===== config.mk =====
export PLATFORM = sky130hd
export DESIGN_NAME = vga_pattern_module_flat
export DESIGN_NICKNAME = d
export VERILOG_FILES = /design/src/rtl/vga_pkg.sv /design/src/rtl/vga_pattern_module_if.sv /design/src/rtl/box_motion_module.sv /design/src/rtl/vga_pattern_module.sv /design/src/flat_wrapper.sv
export SDC_FILE = /design/constraint.sdc
export NUM_CORES = 1
export LEC_CHECK = 0
export ABC_AREA = 1
export CORE_MARGIN = 1.5
export CORE_UTILIZATION = 45
export DETAILED_ROUTE_END_ITERATION = 6
export PLACE_DENSITY = 0.7
export SLEW_MARGIN = 10
export SYNTH_ARGS = -nofsm -noshare
export SYNTH_HDL_FRONTEND = slang
export SYNTH_HIERARCHICAL = 1
export SYNTH_SLANG_ARGS = --single-unit
export TNS_END_PERCENT = 30

===== constraint.sdc =====
create_clock -name CLK -period 5.5 [get_ports CLK]
set_input_delay 0.825 -clock CLK [delete_from_list [all_inputs] [get_ports CLK]]
set_output_delay 0.825 -clock CLK [all_outputs]
set_load 0.05 [all_outputs]

===== src/rtl/vga_pkg.sv =====
// Shared constants for the 800x600 pattern stage: geometry, 5-6-5 colours,
// mode encodings, debug snapshot layout and the colour-bar lookup.
package vga_pkg;

  localparam int H_ACTIVE = 800;
  localparam int V_ACTIVE = 600;
  localparam int BOX_SIZE = 64;
  localparam int STEP     = 2;
  localparam int BAR_W    = H_ACTIVE / 8;

  localparam logic [15:0] WHITE   = 16'hFFFF;
  localparam logic [15:0] YELLOW  = 16'hFFE0;
  localparam logic [15:0] CYAN    = 16'h07FF;
  localparam logic [15:0] GREEN   = 16'h07E0;
  localparam logic [15:0] MAGENTA = 16'hF81F;
  localparam logic [15:0] RED     = 16'hF800;
  localparam logic [15:0] BLUE    = 16'h001F;
  localparam logic [15:0] BLACK   = 16'h0000;

  localparam logic [1:0] MODE_BARS_BOX = 2'd0;
  localparam logic [1:0] MODE_BARS     = 2'd1;
  localparam logic [1:0] MODE_GRID     = 2'd2;
  localparam logic [1:0] MODE_WHITE    = 2'd3;

  // Box direction: FWD = right (x) / down (y), REV = left / up.
  localparam logic DIR_FWD = 1'b0;
  localparam logic DIR_REV = 1'b1;

  // Snapshot of all frame-level state, exported for observation.
  typedef struct packed {
    logic [10:0] box_x;
    logic [9:0]  box_y;
    logic        dir_x;
    logic        dir_y;
    logic [1:0]  mode;
    logic        pause;
  } dbg_t;

  // Eight equal-width bars picked by a compare chain (no divider).
  function automatic logic [15:0] bar_colour(input logic [10:0] col);
    if      (col < 11'(BAR_W))     return WHITE;
    else if (col < 11'(2 * BAR_W)) return YELLOW;
    else if (col < 11'(3 * BAR_W)) return CYAN;
    else if (col < 11'(4 * BAR_W)) return GREEN;
    else if (col < 11'(5 * BAR_W)) return MAGENTA;
    else if (col < 11'(6 * BAR_W)) return RED;
    else if (col < 11'(7 * BAR_W)) return BLUE;
    else                           return BLACK;
  endfunction

endpackage


===== src/rtl/vga_pattern_module_if.sv =====
// Bus between the sync generator and the pattern stage.
// Ready_Sig is a pure qualifier: when 1 the column/row address names a
// visible pixel; there is no back-pressure, the sink consumes every CLK.
interface vga_pattern_module_if;
  logic        Ready_Sig;
  logic [10:0] Column_Addr_Sig;
  logic [9:0]  Row_Addr_Sig;
  logic        HSYNC_In;
  logic        VSYNC_In;
  logic [1:0]  Mode_Sel;
  logic        Pause_Sig;
  logic [4:0]  Red_Sig;
  logic [5:0]  Green_Sig;
  logic [4:0]  Blue_Sig;
  logic        HSYNC_Sig;
  logic        VSYNC_Sig;

  modport master (
    output Ready_Sig, Column_Addr_Sig, Row_Addr_Sig, HSYNC_In, VSYNC_In,
           Mode_Sel, Pause_Sig,
    input  Red_Sig, Green_Sig, Blue_Sig, HSYNC_Sig, VSYNC_Sig
  );

  modport slave (
    input  Ready_Sig, Column_Addr_Sig, Row_Addr_Sig, HSYNC_In, VSYNC_In,
           Mode_Sel, Pause_Sig,
    output Red_Sig, Green_Sig, Blue_Sig, HSYNC_Sig, VSYNC_Sig
  );
endinterface


===== src/rtl/box_motion_module.sv =====
// Bouncing-square position: steps once per frame tick on each axis and
// reverses at the visible-area edges, clamping onto the edge it hit.
module box_motion_module
  import vga_pkg::*;
(
  input  logic        CLK,
  input  logic        RST_n,
  input  logic        Tick_Sig,
  input  logic        Pause_Sig,
  output logic [10:0] Box_X,
  output logic [9:0]  Box_Y,
  output logic        Dir_X,
  output logic        Dir_Y
);

  localparam logic [10:0] X_MAX  = 11'(H_ACTIVE - BOX_SIZE);
  localparam logic [9:0]  Y_MAX  = 10'(V_ACTIVE - BOX_SIZE);
  localparam logic [10:0] X_STEP = 11'(STEP);
  localparam logic [9:0]  Y_STEP = 10'(STEP);

  // Horizontal position and direction, advanced on unpaused frame ticks.
  always_ff @(posedge CLK or negedge RST_n) begin
    if (!RST_n) begin
      Box_X <= '0;
      Dir_X <= DIR_FWD;
    end else if (Tick_Sig && !Pause_Sig) begin
      if (Dir_X == DIR_FWD) begin
        if (Box_X + X_STEP > X_MAX) begin
          Box_X <= X_MAX;
          Dir_X <= DIR_REV;
        end else begin
          Box_X <= Box_X + X_STEP;
        end
      end else begin
        if (Box_X < X_STEP) begin
          Box_X <= '0;
          Dir_X <= DIR_FWD;
        end else begin
          Box_X <= Box_X - X_STEP;
        end
      end
    end
  end

  // Vertical position and direction, independent of the horizontal axis.
  always_ff @(posedge CLK or negedge RST_n) begin
    if (!RST_n) begin
      Box_Y <= '0;
      Dir_Y <= DIR_FWD;
    end else if (Tick_Sig && !Pause_Sig) begin
      if (Dir_Y == DIR_FWD) begin
        if (Box_Y + Y_STEP > Y_MAX) begin
          Box_Y <= Y_MAX;
          Dir_Y <= DIR_REV;
        end else begin
          Box_Y <= Box_Y + Y_STEP;
        end
      end else begin
        if (Box_Y < Y_STEP) begin
          Box_Y <= '0;
          Dir_Y <= DIR_FWD;
        end else begin
          Box_Y <= Box_Y - Y_STEP;
        end
      end
    end
  end

endmodule


===== src/rtl/vga_pattern_module.sv =====
// Pixel-colour stage behind the 800x600 sync generator. Two register stages:
// S1 captures the generator outputs, S2 holds colour plus the S1 syncs so the
// syncs leave the block aligned with the RGB they belong to.
module vga_pattern_module
  import vga_pkg::*;
(
  input  logic                 CLK,
  input  logic                 RST_n,
  vga_pattern_module_if.slave  vga,
  output dbg_t                 Dbg_State
);

  logic        s1_ready;
  logic [10:0] s1_col;
  logic [9:0]  s1_row;
  logic        s1_hsync;
  logic        s1_vsync;
  logic [1:0]  mode_q;
  logic        pause_q;
  logic        frame_tick;
  logic [10:0] box_x;
  logic [9:0]  box_y;
  logic        dir_x;
  logic        dir_y;
  logic        in_box;
  logic [15:0] pix_next;
  logic [15:0] s2_rgb;
  logic        s2_hsync;
  logic        s2_vsync;

  // Falling edge of the incoming vsync marks the start of a new frame.
  assign frame_tick = s1_vsync & ~vga.VSYNC_In;

  // S1: register the generator outputs; syncs idle high.
  always_ff @(posedge CLK or negedge RST_n) begin
    if (!RST_n) begin
      s1_ready <= 1'b0;
      s1_col   <= '0;
      s1_row   <= '0;
      s1_hsync <= 1'b1;
      s1_vsync <= 1'b1;
    end else begin
      s1_ready <= vga.Ready_Sig;
      s1_col   <= vga.Column_Addr_Sig;
      s1_row   <= vga.Row_Addr_Sig;
      s1_hsync <= vga.HSYNC_In;
      s1_vsync <= vga.VSYNC_In;
    end
  end

  // Mode and pause only change on the frame tick so a frame is never mixed.
  always_ff @(posedge CLK or negedge RST_n) begin
    if (!RST_n) begin
      mode_q  <= MODE_BARS_BOX;
      pause_q <= 1'b0;
    end else if (frame_tick) begin
      mode_q  <= vga.Mode_Sel;
      pause_q <= vga.Pause_Sig;
    end
  end

  // The freshly sampled pause decides whether this tick moves the box.
  box_motion_module u_box (
    .CLK       (CLK),
    .RST_n     (RST_n),
    .Tick_Sig  (frame_tick),
    .Pause_Sig (vga.Pause_Sig),
    .Box_X     (box_x),
    .Box_Y     (box_y),
    .Dir_X     (dir_x),
    .Dir_Y     (dir_y)
  );

  // Box never extends past the visible area, so these sums cannot wrap.
  assign in_box = (s1_col >= box_x) && (s1_col < box_x + 11'(BOX_SIZE)) &&
                  (s1_row >= box_y) && (s1_row < box_y + 10'(BOX_SIZE));

  // Colour decode from S1 values; blanking forces black in every mode.
  always_comb begin
    pix_next = BLACK;
    if (s1_ready) begin
      case (mode_q)
        MODE_BARS_BOX: pix_next = in_box ? WHITE : bar_colour(s1_col);
        MODE_BARS:     pix_next = bar_colour(s1_col);
        MODE_GRID:     pix_next = ((s1_col[4:0] == 5'd0) || (s1_row[4:0] == 5'd0))
                                  ? WHITE : BLACK;
        default:       pix_next = WHITE;
      endcase
    end
  end

  // S2: colour and the matching syncs leave together.
  always_ff @(posedge CLK or negedge RST_n) begin
    if (!RST_n) begin
      s2_rgb   <= BLACK;
      s2_hsync <= 1'b1;
      s2_vsync <= 1'b1;
    end else begin
      s2_rgb   <= pix_next;
      s2_hsync <= s1_hsync;
      s2_vsync <= s1_vsync;
    end
  end

  assign vga.Red_Sig   = s2_rgb[15:11];
  assign vga.Green_Sig = s2_rgb[10:5];
  assign vga.Blue_Sig  = s2_rgb[4:0];
  assign vga.HSYNC_Sig = s2_hsync;
  assign vga.VSYNC_Sig = s2_vsync;

  assign Dbg_State = {box_x, box_y, dir_x, dir_y, mode_q, pause_q};

endmodule

===== src/flat_wrapper.sv =====
// flat-port wrapper written by rule: the top's interface ports become plain ports
module vga_pattern_module_flat import vga_pkg::*;
  (CLK, RST_n, Dbg_State, vga_Ready_Sig, vga_Column_Addr_Sig, vga_Row_Addr_Sig, vga_HSYNC_In, vga_VSYNC_In, vga_Mode_Sel, vga_Pause_Sig, vga_Red_Sig, vga_Green_Sig, vga_Blue_Sig, vga_HSYNC_Sig, vga_VSYNC_Sig);
  vga_pattern_module_if vga_i ();
  input  logic CLK;
  input  logic RST_n;
  output dbg_t Dbg_State;
  input wire logic [$bits(vga_i.Ready_Sig)-1:0] vga_Ready_Sig;
  input wire logic [$bits(vga_i.Column_Addr_Sig)-1:0] vga_Column_Addr_Sig;
  input wire logic [$bits(vga_i.Row_Addr_Sig)-1:0] vga_Row_Addr_Sig;
  input wire logic [$bits(vga_i.HSYNC_In)-1:0] vga_HSYNC_In;
  input wire logic [$bits(vga_i.VSYNC_In)-1:0] vga_VSYNC_In;
  input wire logic [$bits(vga_i.Mode_Sel)-1:0] vga_Mode_Sel;
  input wire logic [$bits(vga_i.Pause_Sig)-1:0] vga_Pause_Sig;
  output wire logic [$bits(vga_i.Red_Sig)-1:0] vga_Red_Sig;
  output wire logic [$bits(vga_i.Green_Sig)-1:0] vga_Green_Sig;
  output wire logic [$bits(vga_i.Blue_Sig)-1:0] vga_Blue_Sig;
  output wire logic [$bits(vga_i.HSYNC_Sig)-1:0] vga_HSYNC_Sig;
  output wire logic [$bits(vga_i.VSYNC_Sig)-1:0] vga_VSYNC_Sig;
  assign vga_i.Ready_Sig = vga_Ready_Sig;
  assign vga_i.Column_Addr_Sig = vga_Column_Addr_Sig;
  assign vga_i.Row_Addr_Sig = vga_Row_Addr_Sig;
  assign vga_i.HSYNC_In = vga_HSYNC_In;
  assign vga_i.VSYNC_In = vga_VSYNC_In;
  assign vga_i.Mode_Sel = vga_Mode_Sel;
  assign vga_i.Pause_Sig = vga_Pause_Sig;
  assign vga_Red_Sig = vga_i.Red_Sig;
  assign vga_Green_Sig = vga_i.Green_Sig;
  assign vga_Blue_Sig = vga_i.Blue_Sig;
  assign vga_HSYNC_Sig = vga_i.HSYNC_Sig;
  assign vga_VSYNC_Sig = vga_i.VSYNC_Sig;
  vga_pattern_module u_core (.CLK(CLK), .RST_n(RST_n), .vga(vga_i), .Dbg_State(Dbg_State));
endmodule

-- Word level (Yosys, flattened, before mapping)
Cells that the tools add are included.
- bits in registers: 68
- input port bits: 29
- output and inout bits: 44
- logic and storage cells: 71
- add/sub/neg operators: 6
- magnitude comparators: 15
- equal/unequal tests: 2
- multiplexer cells: 23
- bitwise gates (word level): 2
- reduce and logical (&&, ||, !) cells: 9
- operators with widths (kind ; count):
    2-to-1 mux 16 bit ; 9
    one-hot mux 16 bit (3 select lines) ; 1
    < comparator 11 x 9 -> 1 bit, second input constant ; 3
    2-to-1 mux 11 bit ; 3
    2-to-1 mux 10 bit ; 3
    < comparator 11 x 10 -> 1 bit, second input constant ; 2
    adder 11 x 2 -> 11 bit, second input constant ; 1
    adder 11 x 7 -> 11 bit, second input constant ; 1
    greater-or-equal comparator 11 bit ; 1
    greater-than comparator 11 x 10 -> 1 bit, second input constant ; 1
    < comparator 11 bit ; 1
    < comparator 11 x 2 -> 1 bit, second input constant ; 1
    < comparator 11 x 7 -> 1 bit, second input constant ; 1
    < comparator 11 x 8 -> 1 bit, second input constant ; 1
    subtractor 11 x 2 -> 11 bit, second input constant ; 1
    adder 10 x 2 -> 10 bit, second input constant ; 1
    adder 10 x 7 -> 10 bit, second input constant ; 1
    greater-or-equal comparator 10 bit ; 1
    greater-than comparator 10 bit, second input constant ; 1
    logical NOT 5 bit ; 2
    < comparator 10 bit ; 1
    < comparator 10 x 2 -> 1 bit, second input constant ; 1
    subtractor 10 x 2 -> 10 bit, second input constant ; 1
    2-to-1 mux 1 bit ; 6
    9 further kinds ; 12

-- Depth between registers and ports, before layout
Gate-level depths: netlist of the first run.
- word-level depth: 11
- mapped depth: 15
- depth with buffers taken out: 15

-- Modules after synthesis
Netlist of the first run, hierarchy kept.
- modules (own cells, without submodules) (module ; times used ; cells each ; area each (um^2) ; seq. area each (um^2)):
    vga_pattern_module ; 1 ; 287 ; 2228.4 ; 805.8
    box_motion_module ; 1 ; 282 ; 1873.0 ; 525.5

-- Worst setup path after synthesis of the first run
OpenSTA, ideal clock, no wires.
- path kind: reg-to-reg
- start point: register u_core.u_box.Box_X[6]
- end point: register u_core.s2_rgb[4]
- setup time: 73 ps
- data arrival time: 2275 ps
- data required time: 5427 ps
- path slack: 3152 ps
- stages on the path, launching flop included: 16
- buffers on the path: 0
- period minus slack after synthesis: 2348 ps
- cell sequence: dfrtp_1 -> ha_1 -> nand3_1 -> xor2_1 -> ha_1 -> nand2_1 -> inv_1 -> nand2_1 -> inv_1 -> nand2_1 -> nand2_1 -> nor2_2 -> nand3_2 -> nor2_2 -> nor2_1 -> a21oi_2
- word-level cells in the longest chain between the ends: 8
- elaborated cells between the ends (all ways): 9
- classes of those cells: 1 x add/sub; 2 x order compare; 3 x mux; 3 x reduce/logical
- ends and longest elaborated chain (what ; RTL line ; text):
    start, declared ; box_motion_module.sv:10 ; output logic [10:0] Box_X,
    start signal, assigned ; box_motion_module.sv:32 ; Box_X <= Box_X + X_STEP;
    start signal, assigned ; box_motion_module.sv:39 ; Box_X <= Box_X - X_STEP;
    adder 11 x 7 -> 11 bit ; vga_pattern_module.sv:75 ; assign in_box = (s1_col >= box_x) && (s1_col < box_x + 11'(BOX_SIZE)) &&
    < comparator 11 bit ; vga_pattern_module.sv:75 ;
    logical AND 1 bit (*) (2 in series) ; vga_pattern_module.sv:75 ;
    logical AND 1 bit (*) ; vga_pattern_module.sv:76 ; (s1_row >= box_y) && (s1_row < box_y + 10'(BOX_SIZE));
    2-to-1 mux 16 bit (*) ; vga_pattern_module.sv:83 ; MODE_BARS_BOX: pix_next = in_box ? WHITE : bar_colour(s1_col);
    one-hot mux 16 bit (3 select lines) (*) ; vga_pattern_module.sv:82 ; case (mode_q)
    2-to-1 mux 16 bit (*) ; vga_pattern_module.sv:81 ; if (s1_ready) begin
    end signal, assigned ; vga_pattern_module.sv:99 ; s2_rgb <= pix_next;
    end, declared ; vga_pattern_module.sv:27 ; logic [15:0] s2_rgb;
Every way passes the cells marked *; elsewhere a longest branch is shown, timed or not.
A chain may end at the register's enable or synchronous reset.

-- Worst setup path in the final report of the first run
- start point: register u_core.u_box.Box_Y[6]
- end point: output port Dbg_State[11] in the netlist's numbering
- RTL lines (what ; RTL line ; text):
    start, declared ; box_motion_module.sv:11 ; output logic [9:0] Box_Y,
    start signal, assigned ; box_motion_module.sv:56 ; Box_Y <= Box_Y + Y_STEP;
    start signal, assigned ; box_motion_module.sv:63 ; Box_Y <= Box_Y - Y_STEP;
    end, declared ; flat_wrapper.sv:7 ; output dbg_t Dbg_State;
No word-level cell between the ends.

==> metrics, run 1 <==
Initial Util=46.8%; die area=9700 um2; Layout Utilization=55.5%; first-pass GRT wire length=16.3 mm; Post-synth top flop=dfrtp_1; CTS Root Cell=clkbuf_8; I/O Pins=73; crit path time final=2.71 ns; PortBufs=70; overflow left after global routing=0; sequential area share after synthesis=32.5%; H-tree levels=2; n_diodes=0; Crit path largest cell delay=0.90 ns; Area Overhead vs Synth=18.5%; max-cap viol count=0; kind of cell adding the most delay to the critical path=buffers and inverters; fmax=369 MHz; EDFF count, synth=0; Vias/cell=5.04; Max transition margin=54.7%; drc violations=0; TritonRoute pass-1 iters=5; Placed Cells=722; row cnt=34; Final Hold Fails=0; Final ANT Viol Nets=0; Vias=3682; initial antenna violation count=0; Final Max Tran Viols=0; final period utilization=49.3%; Worst-Skew Late Latency=0.32 ns; critical path peak fanout=14; CTS Buf Count=5; Iter 0 DRT Violations=119; Max clock buf depth=2; Yosys cell types=39; Post-Layout Cell Count=730; crit start category=flip-flop; Mapped Cells=569; vias in the first global route=3619; hold slack=0.362 ns; Nets=686; Core Footprint=8760 um2; class of the worst hold path=flip-flop to flip-flop; clock slew at reported path FFs=0.11 ns; min-delay src=u_core/s1_hsync$_DFF_PN1_; dpl hpwl=7.36 mm; status=complete, no violations; PostCTS Resize Cnt=0; Setup TNS Final=0 ns; worst-margin pin slew=0.679 ns; CTS tree=built; filler instances=838; unrepaired setup endpoints after global routing=false; maximum vdd drop=0.249 mV; Crit Reg-Reg Startpoint=u_core/u_box/Box_X[6]$_DFFE_PN0P_; die height=98.5 um; Setup Buffers After CTS=0; Die X=98.5 um; ys async rst share=100%; P_leak=2.42 nW; register bit total from synthesis=53; largest net degree at the start of global routing=54; clock skew=0.0148 ns; WL final=9.68 mm; CP cell instances=clkdlybuf4s50_1; Crit-path slowest cell=clkdlybuf4s50_1; CP Capture Type=output port; Yosys warning count=6; Worst Path Buf+Inv=1; final setup vio count=0; CP arrival=1.89 ns; cts hold-fix bufs=0; Worst Setup SP=u_core/u_box/Box_Y[6]$_DFFE_PN0P_; Crit Path Category=flip-flop to output port; proportion of layout cells with a drive suffix above 1=9.16%; Worst EP required=4.68 ns; WL per Instance=13.3 um; Final Wtd Congestion=0.910; synthesized area per cell=7.21 um2; GRT Overall Usage=20.4%; # clock sinks=53; P per Cell Area=467 nW/um2; Synth Cell Area=4100 um2
sequential cells by signal, summed over array words and instances (netlist names):
signal,flops
u_core/u_box/Dir_X,1
u_core/s1_col,11
u_core/vga.HSYNC_Sig,1
u_core/vga.VSYNC_Sig,1
u_core/u_box/Box_Y,9
u_core/mode_q,2
u_core/u_box/Box_X,10
u_core/s1_hsync,1
u_core/s1_row,10
u_core/u_box/Dir_Y,1
u_core/s2_rgb,3
u_core/pause_q,1
u_core/s1_ready,1
u_core/s1_vsync,1
metal layers:
metal	vias to the layer above	GRT usage [%]	wire length [um]
met4	0	6.50	178
li1	1883	-	-
met3	14	2.98	368
met5	-	0	0
met2	79	35.1	4700
met1	1706	26.5	4430
cells by family (layout without fill, tap and decap cells):
family | Yosys count | in the layout | synth area share [%]
XOR/XNOR | 19 | 19 | 4.06
AND/OR/NAND/NOR | 266 | 266 | 28.6
other | 1 | 2 | 0.0914
adder cells (fa/ha/maj) | 36 | 36 | 11.0
multiplexers | 1 | 1 | 0.275
flip-flops | 53 | 53 | 32.5
buffers and inverters | 122 | 174 | 13.1
AO/OA/AOI/OAI | 71 | 71 | 10.4
cell usage after synthesis, types with 4 or more instances:
master	instances	area [um2]
o21ai_0	16	80.1
a21oi_2	9	78.8
dfstp_2	4	105
nand4_1	11	68.8
nor2_1	70	263
nand3_2	7	70.1
a21oi_1	27	135
inv_2	6	22.5
ha_1	36	450
buf_2	4	20.0
dfrtp_1	49	1230
inv_1	87	327
buf_4	20	150
xor2_1	16	140
nand2_2	8	50.1
nor2_2	5	31.3
nand2_1	125	469
nand3_1	35	175
final timing paths:
kind | end | cells past startpoint | slack (ns)
setup / recovery | Dbg_State[11] | 1 | 2.79
hold / removal | u_core/vga.HSYNC_Sig$_DFF_PN1_ | 0 | 0.36
setup reg to reg | u_core/s2_rgb[14]$_DFF_PN0_ | 15 | 3.24
hold reg to reg | u_core/vga.HSYNC_Sig$_DFF_PN1_ | 0 | 0.36
max in group asynchronous | u_core/s1_col[8]$_DFF_PN0_ | 2 | 4.41
min in group asynchronous | u_core/u_box/Box_Y[3]$_DFFE_PN0P_ | 2 | 0.60
stage by stage:
stage / instance area, um2 / power [mW] / setup slack [ns]
finish: 4860 / 2.27 / 2.79
detailed placement: 4770 / 2.03 / 2.54
global route: 4860 / 2.46 / 2.65
global placement: 4770 / 2.00 / 2.61
floorplan: 4110 / 1.67 / 3.15
CTS: 4860 / 2.28 / 2.78
cells in the final DEF (no fill, tap or decap), types with 2 or more instances in the layout:
cell type	instances
xnor2_1	3
xor2_1	16
conb_1	2
a21oi_2	9
inv_2	6
o21bai_1	2
buf_4	2
dfrtp_1	49
nor2_1	69
nand3_2	7
inv_1	87
clkbuf_8	5
a31oi_1	3
nand3_1	35
nand2_1	125
dfstp_2	4
o21ai_0	16
nor2_2	6
o211ai_1	3
nand4_1	11
clkdlybuf4s50_1	69
o22ai_1	3
a21oi_1	27
nand2_2	8
ha_1	36
o21ai_1	3
area by class of cell:
| type | instances | area, um2 | share of cell area [%] |
|---|---|---|---|
| multi-input cells | 395 | 2240 | 46.0 |
| flip-flops and latches | 53 | 1330 | 27.4 |
| repair buffers | 72 | 711 | 14.6 |
| inverters | 94 | 353 | 7.26 |
| well taps | 108 | 135 | 2.78 |
| clock buffers | 5 | 68.8 | 1.42 |
| clock inverters | 3 | 25.0 | 0.515 |
report_power, final:
group / internal, mW / switching (mW) / total (mW)
clock: 0.0923 / 0.141 / 0.233
sequential: 0.468 / 0.210 / 0.677
combinational: 0.484 / 0.874 / 1.36
total: 1.04 / 1.22 / 2.27
No activity file was read; power rests on OpenSTA's default activity.
==> run 2: changes to the inputs <==
PLACE_DENSITY = 0.73   (was 0.7)
clock period = 2.4 ns   (was 5.5 ns; I/O delays follow)
==> metrics, run 2 (synthesis gave the netlist of run 1 again) <==
crit start category=flip-flop; Final Wtd Congestion=0.936; maximum vdd drop=0.611 mV; die height=98.5 um; Core Footprint=8760 um2; CP arrival=2.43 ns; Setup TNS Final=0 ns; Area Overhead vs Synth=19.2%; largest net degree at the start of global routing=43; Setup Buffers After CTS=0; die area=9700 um2; CTS tree=built; P per Cell Area=1060 nW/um2; Largest register FFs=11; register area=1330 um2; I/O Pins=73; crit path time final=2.18 ns; CTS Root Cell=clkbuf_8; Vias=3724; n_diodes=0; hold slack=0.181 ns; WL per Instance=13.2 um; placed cell area=4810 um2; cts hold-fix bufs=0; met3 routed WL=465 um; final worst setup slack=0.220 ns; final period utilization=90.8%; Die X=98.5 um; Crit Path Category=flip-flop to flip-flop; proportion of layout cells with a drive suffix above 1=9.27%; overflow left after global routing=0; drc violations=0; row cnt=34; Largest regs=u_core/s1_col (11), u_core/s1_row (10), u_core/u_box/Box_X (10); CP cell instances=ha_1, nand3_1, xor2_1, ha_1, nand2_1, inv_1, nand2_1, nor2_1, nand2_1, nand2_1, nor2_2, nand4_1, nand3_1, nand2_1, inv_1; Crit path largest cell delay=0.49 ns; clock slew at reported path FFs=0.10 ns; fmax=459 MHz; Vias/cell=5.07; Iter 0 DRT Violations=168; TritonRoute pass-1 iters=5; critical path peak fanout=9; Crit-path slowest cell=dfrtp_1; Max transition margin=37.9%; met2 WL=4.81 mm; Worst path most repeated cell=nand2_1; H-tree levels=2; R2R cell count=15; Top reg by flops=u_core/s1_col; Final Hold Fails=0; first-pass GRT wire length=16.4 mm; Met1 Wirelength=4.26 mm; Nets=690; kind of cell adding the most delay to the critical path=simple AND/OR/NAND/NOR gates; Crit Reg-Reg Startpoint=u_core/u_box/Box_X[6]$_DFFE_PN0P_; P_leak=2.44 nW; fin area=4890 um2; Initial Util=46.8%; Final ANT Viol Nets=0; status=complete, no violations; class of the worst hold path=primary input to async pin; max-cap viol count=0; initial antenna violation count=0; combined area of the multi-input logic cells=2240 um2; vias in the first global route=3541; CP Capture Type=flip-flop; GRT Overall Usage=20.6%; unrepaired setup endpoints after global routing=false; CTS Buf Count=5; WL final=9.67 mm; filler instances=811; PortBufs=70; dpl hpwl=7.47 mm; most frequent cells in the layout=125 x nand2_1, 87 x inv_1, 69 x clkdlybuf4s50_1, 69 x nor2_1, 49 x dfrtp_1; Place WS=0.239 ns; PostCTS Resize Cnt=0; Final Max Tran Viols=0; r2r setup slk=0.22 ns; Pwr Total=5.19 mW; clock skew=0.00881 ns; r2r endpoint=u_core/s2_rgb[14]$_DFF_PN0_; worst-margin pin slew=0.931 ns; Top Metal Used=met4; Max clock buf depth=2; Worst Path Buf+Inv=2; # clock sinks=53; Worst EP required=2.65 ns; Worst-Skew Late Latency=0.31 ns; commonest non-fill, non-tap cell in the layout=nand2_1; final setup vio count=0
-- run 2: area by class of cell --
cell class	instances	area share [%]
multi-input cells	395	45.8
flip-flops and latches	53	27.2
repair buffers	76	15.4
inverters	94	7.21
well taps	108	2.76
clock buffers	8	1.64
-- run 2: power breakdown --
part	switching, mW	internal (mW)
combinational	2.08	1.14
sequential	0.412	1.07
clock	0.286	0.208
-- run 2: per-stage QoR --
step | std cells | utilization (%)
final | 734 | 55.8
after global routing | 734 | 55.8
after CTS | 734 | 55.8
after detailed placement | 726 | 54.9
after global placement | 726 | 54.9
after floorplan | 570 | -
-- run 2: worst max-delay path by stage --
stage,end,from,slack [ns],depth (start not counted)
floorplan,u_core/s2_rgb[4]$_DFF_PN0_,u_core/u_box/Box_X[6]$_DFFE_PN0P_,0.05,15
global placement,u_core/s2_rgb[4]$_DFF_PN0_,u_core/u_box/Box_X[6]$_DFFE_PN0P_,0.35,15
detailed placement,u_core/s2_rgb[14]$_DFF_PN0_,u_core/u_box/Box_X[6]$_DFFE_PN0P_,0.24,15
CTS,u_core/s2_rgb[14]$_DFF_PN0_,u_core/u_box/Box_X[6]$_DFFE_PN0P_,0.21,15
global route,u_core/s2_rgb[14]$_DFF_PN0_,u_core/u_box/Box_X[6]$_DFFE_PN0P_,0.01,15
finish,u_core/s2_rgb[14]$_DFF_PN0_,u_core/u_box/Box_X[6]$_DFFE_PN0P_,0.22,15
-- run 2: layer usage --
layer	global-route usage, %	vias up
met5	0	-
met4	5.96	0
met3	3.19	11
met2	35.2	105
met1	27.1	1720
li1	-	1888
==> run 3: changes to the inputs <==
PLACE_DENSITY = default   (was 0.73)
PLACE_DENSITY_LB_ADDON = 0.08   (was default)
==> metrics, run 3 (synthesis gave the netlist of run 1 again) <==
die height=98.5 um; Vias=3721; Crit Reg-Reg Startpoint=u_core/u_box/Box_X[7]$_DFFE_PN0P_; Iter 0 DRT Violations=129; CTS Root Cell=clkbuf_8; clock slew at reported path FFs=0.10 ns; commonest non-fill, non-tap cell in the layout=nand2_1; final period utilization=89.9%; first-pass GRT wire length=16.2 mm; PortBufs=70; combined area of the multi-input logic cells=2240 um2; Worst EP required=2.04 ns; Final Hold Fails=0; Crit path largest cell delay=0.88 ns; Post-Layout Cell Count=737; status=complete, no violations; fmax=463 MHz; drc violations=0; proportion of layout cells with a drive suffix above 1=9.86%; Area Overhead vs Synth=20.6%; row cnt=34; Largest register FFs=11; dpl hpwl=7.46 mm; CTS Buf Count=5; Crit. path cell count=1; Setup TNS Final=0 ns; die area=9700 um2; n_diodes=0; WL per Instance=12.9 um; Core Footprint=8760 um2; Final ANT Viol Nets=0; class of the worst hold path=primary input to async pin; CP Capture Type=output port; most frequent cells in the layout=125 x nand2_1, 87 x inv_1, 70 x nor2_1; max-cap viol count=0; vias in the first global route=3579; unrepaired setup endpoints after global routing=false; Max transition margin=62.6%; P_leak=2.47 nW; Largest regs=u_core/s1_col (11), u_core/s1_row (10), u_core/u_box/Box_X (10); CP arrival=1.80 ns; initial antenna violation count=0; worst-margin pin slew=0.560 ns; WL final=9.53 mm; CP endpoint=Dbg_State[12]; Vias/cell=5.05; register area=1330 um2; # clock sinks=53; overflow left after global routing=0; R2R cell count=15; r2r endpoint=u_core/s2_rgb[14]$_DFF_PN0_; Final Wtd Congestion=0.877; Worst Path Buf+Inv=1; Crit Path Category=flip-flop to output port; Die X=98.5 um; PostCTS Resize Cnt=0; cts hold-fix bufs=0; Final Max Tran Viols=0; Worst-Skew Late Latency=0.31 ns; Top reg by flops=u_core/s1_col; crit path time final=2.16 ns; Setup Buffers After CTS=0; CP cell instances=clkdlybuf4s50_1; GRT Overall Usage=20.3%; CTS tree=built; final setup vio count=0; crit start category=flip-flop; critical path peak fanout=11; Max clock buf depth=2; largest net degree at the start of global routing=31; filler instances=803; H-tree levels=2; Crit-path slowest cell=clkdlybuf4s50_1; r2r setup slk=0.27 ns; Initial Util=46.8%; I/O Pins=73; kind of cell adding the most delay to the critical path=buffers and inverters; Placed Cells=729; TritonRoute pass-1 iters=4; maximum vdd drop=0.759 mV; clock skew=0.0101 ns; Layout Utilization=56.5%; Nets=693; Worst Setup SP=u_core/u_box/Box_Y[7]$_DFFE_PN0P_; P per Cell Area=1070 nW/um2
## run 3: changes by cell type in the layout (fill, tap and decap cells not counted)
cell	change
buf_4	+3
bufinv_16	+1
clkbuf_1	-2
clkbuf_8	+1
nor2_1	+1
nor2_2	-1
## run 3: how the worst min path moves through the flow
stage | start | end | depth (start not counted)
after floorplan | RST_n | u_core/mode_q[0]$_DFFE_PN0P_ | 0
after global placement | u_core/s1_hsync$_DFF_PN1_ | u_core/vga.HSYNC_Sig$_DFF_PN1_ | 0
after detailed placement | u_core/s1_hsync$_DFF_PN1_ | u_core/vga.HSYNC_Sig$_DFF_PN1_ | 0
after CTS | RST_n | u_core/s1_row[0]$_DFF_PN0_ | 1
after global routing | RST_n | u_core/s1_row[0]$_DFF_PN0_ | 1
final | RST_n | u_core/s2_rgb[10]$_DFF_PN0_ | 1
## run 3: layout make-up
| cell class | instances | share of cell area, % |
|---|---|---|
| clock inverters | 1 | 0.607 |
| clock buffers | 7 | 1.75 |
| multi-input cells | 395 | 45.2 |
| repair buffers | 79 | 15.7 |
| flip-flops and latches | 53 | 26.9 |
| well taps | 108 | 2.73 |
| inverters | 94 | 7.13 |
## run 3: per-layer routing
layer,wire length (um),part of all wire (%),GRT usage [%]
met5,0,0,0
met4,127,1.3,5.74
met3,477,5.0,3.55
met2,4510,47,33.9
met1,4420,46,27.2
## run 3: power breakdown
group          internal (mW)  switching, mW
sequential              1.07          0.397
clock                  0.341          0.295
combinational           1.14           2.07
## run 3: metrics by stage
stage	power (mW)	hold slack, ns	setup WS, ns	area [um2]
after floorplan	3.84	0.0644	0.0521	4110
after global placement	4.64	0.347	0.376	4830
after detailed placement	4.69	0.348	0.300	4830
after CTS	5.35	0.0578	0.231	4950
after global routing	5.78	0.0755	0.0189	4950
final	5.32	0.0393	0.241	4950
==> RTL edit, RTL diff (flow settings as in run 2) <==
Reset style: synchronous (`RST_n`), changed in 5 clocked blocks.
--- a/src/rtl/box_motion_module.sv
+++ b/src/rtl/box_motion_module.sv
@@ -19,7 +19,7 @@
   localparam logic [9:0]  Y_STEP = 10'(STEP);
 
   // Horizontal position and direction, advanced on unpaused frame ticks.
-  always_ff @(posedge CLK or negedge RST_n) begin
+  always_ff @(posedge CLK) begin
     if (!RST_n) begin
       Box_X <= '0;
       Dir_X <= DIR_FWD;
@@ -43,7 +43,7 @@
   end
 
   // Vertical position and direction, independent of the horizontal axis.
-  always_ff @(posedge CLK or negedge RST_n) begin
+  always_ff @(posedge CLK) begin
     if (!RST_n) begin
       Box_Y <= '0;
       Dir_Y <= DIR_FWD;
--- a/src/rtl/vga_pattern_module.sv
+++ b/src/rtl/vga_pattern_module.sv
@@ -32,7 +32,7 @@
   assign frame_tick = s1_vsync & ~vga.VSYNC_In;
 
   // S1: register the generator outputs; syncs idle high.
-  always_ff @(posedge CLK or negedge RST_n) begin
+  always_ff @(posedge CLK) begin
     if (!RST_n) begin
       s1_ready <= 1'b0;
       s1_col   <= '0;
@@ -49,7 +49,7 @@
   end
 
   // Mode and pause only change on the frame tick so a frame is never mixed.
-  always_ff @(posedge CLK or negedge RST_n) begin
+  always_ff @(posedge CLK) begin
     if (!RST_n) begin
       mode_q  <= MODE_BARS_BOX;
       pause_q <= 1'b0;
@@ -90,7 +90,7 @@
   end
 
   // S2: colour and the matching syncs leave together.
-  always_ff @(posedge CLK or negedge RST_n) begin
+  always_ff @(posedge CLK) begin
     if (!RST_n) begin
       s2_rgb   <= BLACK;
       s2_hsync <= 1'b1;
Formal check against the unedited RTL: differs if RST_n is asserted again (counterexample within 4 cycles, from zero or initial values and one cycle with RST_n low); with RST_n held inactive, the same outputs for 10 cycles.
==> RTL edit against run 2 <==
- wire length is 1.3% higher
- maximum frequency is 1.5% lower
- critical endpoint is now u_core/s2_rgb[4]$_SDFF_PN0_
- largest cell class unchanged
- design area is 0.10% higher
- synthesized cell count is 10% higher
- area after synthesis is 0.82% lower
- cell count is 8.0% higher
- worst setup slack worse by 0.034 ns
- clock skew is 0.0032 ns higher
- sequential cell count stayed put
- critical path depth stayed put
Power is not compared: it rests on default switching activity, and its combinational part moved more than twofold at a synthesized area within 25%.
==> RTL edit: results (changes against run 2) <==
OUTCOME
------------------------------------------------------------------------
Outcome                                                     finished, final reports clean

YOSYS
------------------------------------------------------------------------
Commonest cells in the netlist                              131 x sky130_fd_sc_hd__nand2_1, 114 x sky130_fd_sc_hd__inv_1, 54 x sky130_fd_sc_hd__nor2_1
Post-synthesis sequential area ratio                               26.1%   -6.4 points
Predominant post-synthesis flop cell                        sky130_fd_sc_hd__dfxtp_1
Number of warnings printed during yosys synthesis                      6   unchanged
Most area-consuming cells after synthesis                   sky130_fd_sc_hd__dfxtp_1 26%, sky130_fd_sc_hd__nand2_1 12%, sky130_fd_sc_hd__ha_1 11%, sky130_fd_sc_hd__inv_1 11%, sky130_fd_sc_hd__nand3_1 5.2%
Count of different cell masters after synthesis                       38   -2.6%
Synth async-reset ratio                                               0%   -100 points

FINISH
------------------------------------------------------------------------
Post-layout net count                                                749   +8.6%
Fraction of layout cells with a size suffix above 1                7.30%   -2.0 points
Final-layout fill cell count                                         856   +5.5%

DETAILED ROUTING
------------------------------------------------------------------------
Vias per Instance                                                   5.06   -0.28%
Detailed router's first-iteration violation count                    178   +6.0%
Overall routed net length                                        9790 um   +1.3%

GRT
------------------------------------------------------------------------
Pin count of the biggest net entering global routing                  47   +9.3%
Global-route total usage across every layer                        20.5%   -0.14 points
Number of global-route vias before repair                           3687   +4.1%
First-pass GRT wire length                                      16600 um   +1.1%

CRITICAL PATH
------------------------------------------------------------------------
Reg-to-Reg Start                                            u_core/u_box/Box_X[7]$_SDFFE_PN0P_
CP arrival                                                       2.46 ns   +0.03 ns
Crit path max fanout                                                  11   +2
Delay of the slowest cell on the worst path                      0.45 ns   -0.04 ns
Register-to-register path setup slack                            0.19 ns   -0.03 ns
Cell with the largest stage delay on the worst path         sky130_fd_sc_hd__dfxtp_2
RR Endpoint                                                 u_core/s2_rgb[4]$_SDFF_PN0_
Type of the worst setup path                                register to register

CTS
------------------------------------------------------------------------
Clock tree root driver cell                                 sky130_fd_sc_hd__clkbuf_8
Post-cts gate resize count                                             0   unchanged
Clock Tree Buf Depth                                                   2   unchanged
TritonCTS Buffers                                                      5   unchanged

TIMING
------------------------------------------------------------------------
Max-Slew Margin vs Limit                                           65.8%   +28 points
Layout Skew                                                    0.0120 ns   +0.00317 ns

POWER
------------------------------------------------------------------------
Worst voltage drop across the vdd grid                        0.000241 V

PLACE
------------------------------------------------------------------------
Final weighted congestion in routability-driven placement          0.904   -3.4%
Post-placement cell area                                       4800 um^2   -0.26%
HPWL after DPL                                                   7450 um   -0.16%
Count of buffers from port buffering                                  70   unchanged

MIN PATH
------------------------------------------------------------------------
Classification of the worst-slack hold path                 register to register

-- RTL edit: cell types whose count changed after synthesis, sizes merged, moves of 7 or more --
cell   change
a21oi      +7
dfrtp     -49
dfxtp     +53
inv       +26
nor2      -14
o21ai     +27
-- RTL edit: layer usage --
| layer | up-vias | wire length, um | track usage [%] | share of wire, % |
|---|---|---|---|---|
| li1 | 2074 | - | - | - |
| met1 | 1819 | 4480 | 27.2 | 46 |
| met2 | 109 | 4690 | 34.5 | 48 |
| met3 | 10 | 506 | 3.36 | 5.2 |
| met4 | 0 | 122 | 5.16 | 1.2 |
| met5 | - | 0 | 0 | 0 |
-- RTL edit: logic make-up after synthesis --
kind of cell    Yosys count  share of synthesized area [%]
simple gates            269                           29.4
buf+inv                 150                           16.2
compound gates          100                           13.3
flops                    53                           26.1
fa+ha+maj                36                           11.1
xor+xnor                 18                           3.88
other cells               1                         0.0922
-- RTL edit: through the flow --
stage               power, mW  util (%)  std cells  setup slack [ns]  hold WS (ns)
CTS                      2.38      56.1        793             0.185         0.433
global placement         1.79      55.0        785             0.295         0.395
global route             2.51      56.1        793            0.0513         0.454
finish                   2.36      56.1        793             0.186         0.428
floorplan                1.58         -        628             0.172         0.391
detailed placement       1.81      55.0        785             0.205         0.404
-- RTL edit: critical path, delay by kind of cell (launching register included) --
family / cells / cell delay (ns)
AND/OR/NAND/NOR: 9 / 0.76
buffers and inverters: 2 / 0.11
adder cells (fa/ha/maj): 2 / 0.53
flip-flops: 1 / 0.45
AO/OA/AOI/OAI: 1 / 0.12
XOR/XNOR: 1 / 0.17
-- RTL edit: layout make-up --
cell class	instances	share of cell area [%]
well taps	108	2.76
multi-input cells	425	48.0
clock inverters	3	0.588
flip-flops and latches	53	21.7
clock buffers	5	1.41
inverters	119	9.12
repair buffers	80	16.4
-- RTL edit: worst min-delay path by stage --
stage | start | to | slack [ns] | cells after the start
3_5_place_dp | u_core/s1_hsync$_SDFF_PN1_ | u_core/vga.HSYNC_Sig$_SDFF_PN1_ | 0.40 | 1
3_3_place_gp | u_core/s1_hsync$_SDFF_PN1_ | u_core/vga.HSYNC_Sig$_SDFF_PN1_ | 0.40 | 1
2_1_floorplan | u_core/s1_vsync$_SDFF_PN1_ | u_core/vga.VSYNC_Sig$_SDFF_PN1_ | 0.39 | 2
5_1_grt | u_core/s1_vsync$_SDFF_PN1_ | u_core/vga.VSYNC_Sig$_SDFF_PN1_ | 0.45 | 2
4_1_cts | u_core/s1_hsync$_SDFF_PN1_ | u_core/vga.HSYNC_Sig$_SDFF_PN1_ | 0.43 | 1
6_report | u_core/s1_hsync$_SDFF_PN1_ | u_core/vga.HSYNC_Sig$_SDFF_PN1_ | 0.43 | 1
